===== src/rtl/mux_scan.sv =====
// N-channel registered multiplexer with manual select and dwell-timed round-robin scan.
// y/ch/y_valid all update on the same edge; y_valid flags each new sample period.
module mux_scan #(
  parameter  int WIDTH    = 4,
  parameter  int CHANNELS = 8,
  parameter  int DWELL    = 4,
  localparam int SELW     = $clog2(CHANNELS)
) (
  input  logic                      clk,
  input  logic                      rst,
  input  logic [CHANNELS*WIDTH-1:0] din,
  input  logic [SELW-1:0]           sel,
  input  logic                      mode,
  input  logic [CHANNELS-1:0]       en_mask,
  output logic [WIDTH-1:0]          y,
  output logic [SELW-1:0]           ch,
  output logic                      y_valid
);

  localparam int DW = (DWELL > 1) ? $clog2(DWELL) : 1;
  localparam int NSLOT = 1 << SELW;
  localparam logic [DW-1:0] DWELL_LAST = DW'(DWELL - 1);
  localparam logic [SELW:0] CH_COUNT = (SELW + 1)'(CHANNELS);

  typedef enum logic {
    ST_MANUAL = 1'b0,
    ST_SCAN   = 1'b1
  } state_t;

  state_t           r_state;
  state_t           w_state_n;
  logic [DW-1:0]    r_dwell;
  logic [DW-1:0]    w_dwell_n;
  logic [WIDTH-1:0] r_y;
  logic [SELW-1:0]  r_ch;
  logic [SELW-1:0]  w_ch_n;
  logic [SELW-1:0]  w_next_en;
  logic [SELW-1:0]  w_sel_ch;
  logic             w_sel_ok;
  logic [SELW:0]    w_sum;
  logic [SELW:0]    w_idx;
  logic             r_valid;
  logic             w_valid_n;
  logic [WIDTH-1:0] w_chan [NSLOT];

  // Unused slots of a non-power-of-two channel count read as zero and are never selected.
  for (genvar g = 0; g < NSLOT; g++) begin : g_chan
    if (g < CHANNELS) begin : g_used
      assign w_chan[g] = din[g*WIDTH +: WIDTH];
    end else begin : g_unused
      assign w_chan[g] = '0;
    end
  end

  assign w_sel_ok = ({1'b0, sel} < CH_COUNT);
  assign w_sel_ch = w_sel_ok ? sel : r_ch;

  // Search upward from ch+1 with wrap; the nearest enabled channel wins, else ch holds.
  always_comb begin
    w_next_en = r_ch;
    w_sum     = '0;
    w_idx     = '0;
    for (int i = CHANNELS - 1; i >= 1; i--) begin
      w_sum     = {1'b0, r_ch} + (SELW + 1)'(i);
      w_idx     = (w_sum >= CH_COUNT) ? (w_sum - CH_COUNT) : w_sum;
      w_next_en = en_mask[w_idx[SELW-1:0]] ? w_idx[SELW-1:0] : w_next_en;
    end
  end

  // Next state, next channel, dwell counter and strobe decision.
  always_comb begin
    w_state_n = r_state;
    w_dwell_n = '0;
    w_ch_n    = r_ch;
    w_valid_n = 1'b0;
    case (r_state)
      ST_MANUAL: begin
        if (mode) begin
          w_state_n = ST_SCAN;
        end else begin
          w_ch_n    = w_sel_ch;
          w_valid_n = (w_sel_ch != r_ch);
        end
      end
      ST_SCAN: begin
        if (!mode) begin
          w_state_n = ST_MANUAL;
          w_ch_n    = w_sel_ch;
          w_valid_n = 1'b1;
        end else begin
          w_dwell_n = (r_dwell == DWELL_LAST) ? '0 : (r_dwell + 1'b1);
          if ((r_dwell == DWELL_LAST) && (|en_mask)) begin
            w_ch_n    = w_next_en;
            w_valid_n = 1'b1;
          end else begin
            w_ch_n    = r_ch;
          end
        end
      end
      default: begin
        w_state_n = ST_MANUAL;
      end
    endcase
  end

  // Registered state and outputs.
  always_ff @(posedge clk or posedge rst) begin
    if (rst) begin
      r_state <= ST_MANUAL;
      r_dwell <= '0;
      r_ch    <= '0;
      r_y     <= '0;
      r_valid <= 1'b0;
    end else begin
      r_state <= w_state_n;
      r_dwell <= w_dwell_n;
      r_ch    <= w_ch_n;
      r_y     <= w_chan[w_ch_n];
      r_valid <= w_valid_n;
    end
  end

  assign y       = r_y;
  assign ch      = r_ch;
  assign y_valid = r_valid;

endmodule

===== config.mk =====
export PLATFORM = sky130hd
export DESIGN_NAME = mux_scan
export DESIGN_NICKNAME = d
export VERILOG_FILES = /design/src/rtl/mux_scan.sv
export SDC_FILE = /design/constraint.sdc
export NUM_CORES = 1
export LEC_CHECK = 0
export CAP_MARGIN = 20
export CORE_ASPECT_RATIO = 1.25
export CORE_UTILIZATION = 51
export DETAILED_ROUTE_END_ITERATION = 12
export GPL_TIMING_DRIVEN = 0
export PLACE_DENSITY = 0.87
export SYNTH_ARGS = -nofsm -noshare
export SYNTH_HDL_FRONTEND = slang
export SYNTH_SLANG_ARGS = --single-unit

===== constraint.sdc =====
create_clock -name clk -period 6.3 [get_ports clk]
set_input_delay 1.89 -clock clk [delete_from_list [all_inputs] [get_ports clk]]
set_output_delay 1.89 -clock clk [all_outputs]
set_load 0.05 [all_outputs]

==> run_results.csv, run 1 <==
group,metric,value,unit
clock_tree,clock_sink_count,11,
pwr,p_leak,0.931,nW
clock_tree,insertion_delay,270,ps
job,maxCapViolCount,0,
setup_path,critPathCaptureType,"flip-flop",
setup_path,slowest_stage,"or4_1",
floorplan,coreArea,3030,µm²
sta,drv_slew,0,
sta,setup_viol_count_final,0,
final_layout,drive_gt1_share,11.7,%
clock_tree,cts_tree,"built",
final_layout,syn2layout_area_growth,36.1,%
setup_path,cp.arrival,5080,ps
final_layout,num-nets-final,307,
setup_path,critPathMaxFanout,10,
setup_path,cp_top_family,"compound AO/OA/AOI/OAI gates",
synthesis,ys.flop_type,"dfrtp_1",
floorplan,fp-row-count,22,
route,viasPerCell,6.37,
placement,gp_congestion,0.970,
global_routing,grt_pass1_wl,7.60,mm
synthesis,yosysSeqAreaShare,16.5,%
sta,finalClockSkew,3.52,ps
route,wl,4.68,mm
floorplan,die_y,65.9,µm
sta,fmax,203,MHz
route,ant_nets,0,
route,post_drt_wl_per_cell,16.0,µm
sta,rsz0062_at_grt,"no",
min_path,hold_class,"flip-flop to flip-flop",
global_routing,antenna_found_initial,0,
route,vias,1866,
sta,setup_tns,0,ps
clock_tree,cts_buffer_depth,2,
floorplan,io_pins,54,
min_path,hold_depth,1,
clock_tree,numCtsBuffers,3,
clock_tree,ctsRootBufferMaster,"clkbuf_4",
synthesis,synth-edff-count,0,
floorplan,die_width,53.2,µm
setup_path,rr_worst_depth,14,
pwr,power,0.00101,W
synthesis,async_flop_share,100,%
setup_path,path_cells,"clkdlybuf4s50_1 > or4_1 > o211ai_1 > nor3_1 > a21oi_1 > mux2i_1 > a31oi_2 > buf_4 > o2111ai_1 > o211a_1 > o221a_1",
synthesis,syn_inst,200,
floorplan,start_util,55.1,%
clock_tree,cts_hold_buf,0,
setup_path,worstSetupPathType,"primary input to flip-flop",
clock_tree,clkTransAtPathRegs,70,ps
setup_path,cpPeakStageDelay,650,ps
synthesis,yosysWarnings,0,
clock_tree,cts_resized,0,
global_routing,grt_pass1_vias,1781,
global_routing,track_usage,28.5,%
route,drt_first_pass_iters,4,
floorplan,die_area,3500,µm²
sta,period_share,78.1,%
setup_path,required,6460,ps
sta,layout_min_cycle_time,4920,ps
sta,slew_headroom,62.3,%
synthesis,synth_fp_nets,249,
synthesis,ys_ff_latch,11,
route,drt_iter0_drc,58,
global_routing,grt_max_degree,12,
global_routing,grt_overflow,0,
pwr,p_per_area,444,nW/µm²
placement,io_buffers,53,
run_status,outcome,"complete, no violations",
clock_tree,postCtsSetupRepairBufs,0,
clock_tree,cts_max_level,1,
route,drc,0,
synthesis,avgSynthCellArea,8.34,µm²
setup_path,start_kind,"primary input",
sta,max_slew.worst_pin.slew,563,ps
synthesis,synth.distinct_cells,54,
pwr,ir_drop,0.000398,V
synthesis,syn_area,1670,µm²
placement,hpwl,3.86,mm
sta,finalHoldViolCount,0,
setup_path,crit_buf_inv,2,
final_layout,n_antenna_cell,0,
setup_path,cp_num_cells,11,
cell usage after synthesis (6+ instances only):
cell / instances / area (µm²)
nand3_1: 13 / 65.1
mux2i_1: 6 / 60.1
dfrtp_1: 11 / 275
inv_1: 13 / 48.8
mux4_2: 8 / 180
and3_1: 7 / 43.8
nand4_1: 6 / 37.5
a21oi_1: 15 / 75.1
nor2_1: 11 / 41.3
nand2_1: 18 / 67.6
worst register-to-register path, cell delays in order, from the launching register on:
cell and delay, ps:
dfrtp_1 380, clkbuf_1 350, inv_1 190, ha_1 310, clkbuf_1 340, mux4_2 440
mux2i_1 310, nor2_1 90, a311oi_1 390, o2111ai_1 140, and3_1 200, buf_6 150
a311o_1 310, o211a_1 220, o221a_1 230
layout make-up:
class / instances / area [µm²]
Buffer: 15 / 104
Inverter: 14 / 52.6
Tap cell: 36 / 45.0
Clock buffer: 4 / 26.3
Timing Repair Buffer: 53 / 531
Multi-Input combinational cell: 160 / 1240
Sequential cell: 11 / 275
Fill cell: 242 / 758
worst paths after layout:
kind,startpoint,end,slack (ps)
worst max-delay path,en_mask[5],y[3],1380
worst min-delay path,r_dwell[0],r_dwell[0],460
worst max register to register,ch[1],y[3],2170
worst min register to register,r_dwell[0],r_dwell[0],460
max in group asynchronous,rst,y[1],4090
min in group asynchronous,rst,y[0],1910
cells in the final DEF (no fill, tap or decap), types with 4 or more instances in the layout:
master / count
nand4_1: 6
o2111ai_1: 4
nor2_1: 11
mux4_2: 8
and3_1: 7
nor3_1: 4
buf_6: 5
a21oi_1: 15
dfrtp_1: 11
clkbuf_1: 6
nand3_1: 13
clkdlybuf4s50_1: 53
o211a_1: 4
a311o_1: 5
inv_1: 13
mux2i_1: 6
xor2_1: 4
nand2_1: 18
layer usage:
metal	vias to the layer above	GRT usage, %	wire length (µm)
met1	878	34.3	1900
met3	10	4.37	267
met4	0	4.93	70
met2	77	52.5	2430
met5	-	0	0
li1	901	-	-
logic make-up after synthesis:
logic type / share of synthesized area, %
buffers and inverters: 9.38
muxes: 19.1
adders and majority gates: 2.25
AOI/OAI and AO/OA: 28.4
DFF: 16.5
and+or+nand+nor: 21.7
xor gates and xnor gates: 2.63
flip-flops by register name, indices dropped and copies added, names as in the netlist:
signal / cells
y: 4
ch: 3
r_dwell: 2
r_state: 1
y_valid: 1
through the flow:
step	cells	hold WS (ps)	worst slack, ps	instance area, µm²	util [%]
floorplan	200	412	1950	1670	-
global placement	289	426	1190	2240	74.1
detailed placement	289	454	1140	2240	74.1
CTS	293	464	1410	2270	75.0
global route	293	504	1260	2270	75.0
finish	293	462	1380	2270	75.0
report_power, final:
| part | internal, W | total, W | switching [W] |
|---|---|---|---|
| sequential | 0.0000951 | 0.000110 | 0.0000144 |
| combinational | 0.000366 | 0.000850 | 0.000483 |
| clock | 0.0000245 | 0.0000493 | 0.0000248 |
| total | 0.000486 | 0.00101 | 0.000522 |
Note: power is estimated with default switching activity, not from simulation.
==> inputs of run 2 (changes only) <==
--- a/config.mk
+++ b/config.mk
@@ -7,10 +7,10 @@
 export LEC_CHECK = 0
 export CAP_MARGIN = 20
 export CORE_ASPECT_RATIO = 1.25
-export CORE_UTILIZATION = 51
+export CORE_UTILIZATION = 47
 export DETAILED_ROUTE_END_ITERATION = 12
 export GPL_TIMING_DRIVEN = 0
-export PLACE_DENSITY = 0.87
+export PLACE_DENSITY = 0.81
 export SYNTH_ARGS = -nofsm -noshare
 export SYNTH_HDL_FRONTEND = slang
 export SYNTH_SLANG_ARGS = --single-unit
==> constraint.sdc (replaced) <==
create_clock -name clk -period 5.1 [get_ports clk]
set_input_delay 1.53 -clock clk [delete_from_list [all_inputs] [get_ports clk]]
set_output_delay 1.53 -clock clk [all_outputs]
set_load 0.05 [all_outputs]
==> run_results.csv, run 2 (same netlist as run 1, synthesis figures left out) <==
group,metric,value,unit
setup_path,startpoint,"en_mask[5]",
clock_tree,ctsRootBufferMaster,"clkbuf_8",
final_layout,final_common_cell,"clkdlybuf4s50_1",
min_path,min_from,"r_dwell[0]",
route,drt_first_pass_iters,4,
pwr,power,0.00128,W
route,viasPerCell,6.41,
clock_tree,insertion_delay,240,ps
route,ant_nets,0,
sta,rsz0062_at_grt,"no",
clock_tree,numCtsBuffers,3,
setup_path,rrSetupSlack,990,ps
global_routing,track_usage,26.3,%
final_layout,num-nets-final,307,
global_routing,grt_pass1_wl,8.16,mm
final_layout,n_antenna_cell,0,
route,vias,1886,
sta,slew_headroom,57.7,%
sta,setup_tns,0,ps
sta,fmax,217,MHz
floorplan,die_area,3790,µm²
final_layout,drive_gt1_share,11.7,%
clock_tree,cts_resized,0,
clock_tree,postCtsSetupRepairBufs,0,
clock_tree,cts_buffer_depth,2,
setup_path,worstSetupPathType,"primary input to flip-flop",
route,wl,4.80,mm
setup_path,rr_endpoint,"y[1]",
final_layout,largest_reg_flops,4,
min_path,hold_end,"r_dwell[0]",
job,maxCapViolCount,0,
clock_tree,clock_sink_count,11,
min_path,hold_class,"flip-flop to flip-flop",
route,drt_iter0_drc,76,
floorplan,coreArea,3310,µm²
setup_path,rr_worst_depth,14,
route,drc,0,
pwr,ir_drop,0.000344,V
route,post_drt_wl_per_cell,16.3,µm
placement,hpwl,3.93,mm
final_layout,final_cells,294,
run_status,outcome,"complete, no violations",
setup_path,cp.arrival,4750,ps
floorplan,die_y,68.6,µm
sta,drv_slew,0,
setup_path,r2r-start,"ch[1]",
final_layout,final_cell_area,2290,µm²
placement,place_inst,290,
final_layout,layout_common_cells,"clkdlybuf4s50_1, nand2_1, a21oi_1",
sta,period_share,90.4,%
setup_path,critPathCaptureType,"flip-flop",
floorplan,start_util,50.4,%
pwr,p_per_area,559,nW/µm²
sta,finalClockSkew,7.20,ps
clock_tree,cts_hold_buf,0,
setup_path,critPathMaxFanout,10,
clock_tree,cts_max_level,1,
setup_path,required,5240,ps
global_routing,grt_pass1_vias,1883,
global_routing,grt_max_degree,12,
sta,finalHoldViolCount,0,
clock_tree,cts_tree,"built",
sta,setup_viol_count_final,0,
placement,io_buffers,53,
placement,placed_area,2240,µm²
final_layout,syn2layout_area_growth,37.3,%
min_path,hold_depth,1,
sta,layout_min_cycle_time,4610,ps
clock_tree,clkTransAtPathRegs,60,ps
setup_path,start_kind,"primary input",
global_routing,grt_overflow,0,
sta,max_slew.worst_pin.slew,632,ps
floorplan,io_pins,54,
pwr,p_leak,0.939,nW
floorplan,die_width,55.3,µm
global_routing,antenna_found_initial,0,
floorplan,fp-row-count,23,
sta,holdWs,440,ps
placement,gp_congestion,0.963,
[run 2: cell counts in the layout (fill, tap and decap cells not counted)]
Identical to the previous run, type by type.
[run 2: worst max path at each step]
stage / to / slack, ps
after floorplan: y[0] / 1110
after global placement: y[2] / 290
after detailed placement: y[2] / 250
after CTS: y[2] / 500
after global routing: y[2] / 270
final: y[2] / 490
[run 2: final cells by class]
type | count | area, µm²
Fill cell | 281 | 1020
Multi-Input combinational cell | 160 | 1240
Sequential cell | 11 | 275
Inverter | 14 | 52.6
Clock buffer | 4 | 45.0
Timing Repair Buffer | 53 | 531
Tap cell | 37 | 46.3
Buffer | 15 | 104
[run 2: power by group]
group          internal [W]  switching [W]   total, W
Combinational      0.000453       0.000604    0.00106
Clock             0.0000549      0.0000340  0.0000889
Sequential         0.000118      0.0000166   0.000134
[run 2: metal layers]
| layer | track usage [%] | up-vias | share of wire [%] |
|---|---|---|---|
| li1 | - | 899 | - |
| met1 | 28.7 | 901 | 40 |
| met2 | 53.3 | 78 | 54 |
| met3 | 3.17 | 8 | 5.2 |
| met4 | 8.44 | 0 | 1.4 |
| met5 | 0 | - | 0 |
[run 2: through the flow]
step | util, % | worst slack [ps]
2_1_floorplan | - | 1110
3_3_place_gp | 67.8 | 292
3_5_place_dp | 67.8 | 252
4_1_cts | 69.2 | 500
5_1_grt | 69.2 | 273
6_report | 69.2 | 489
[run 2: critical path, stage by stage]
cell and delay, ps:
clkdlybuf4s50_1 500, or4_1 630, o211ai_1 440, nor2_1 90
o221ai_1 300, a211o_1 220, and2_1 160, buf_6 130
buf_2 200, a21oi_1 90, a22o_1 220, a211oi_1 230
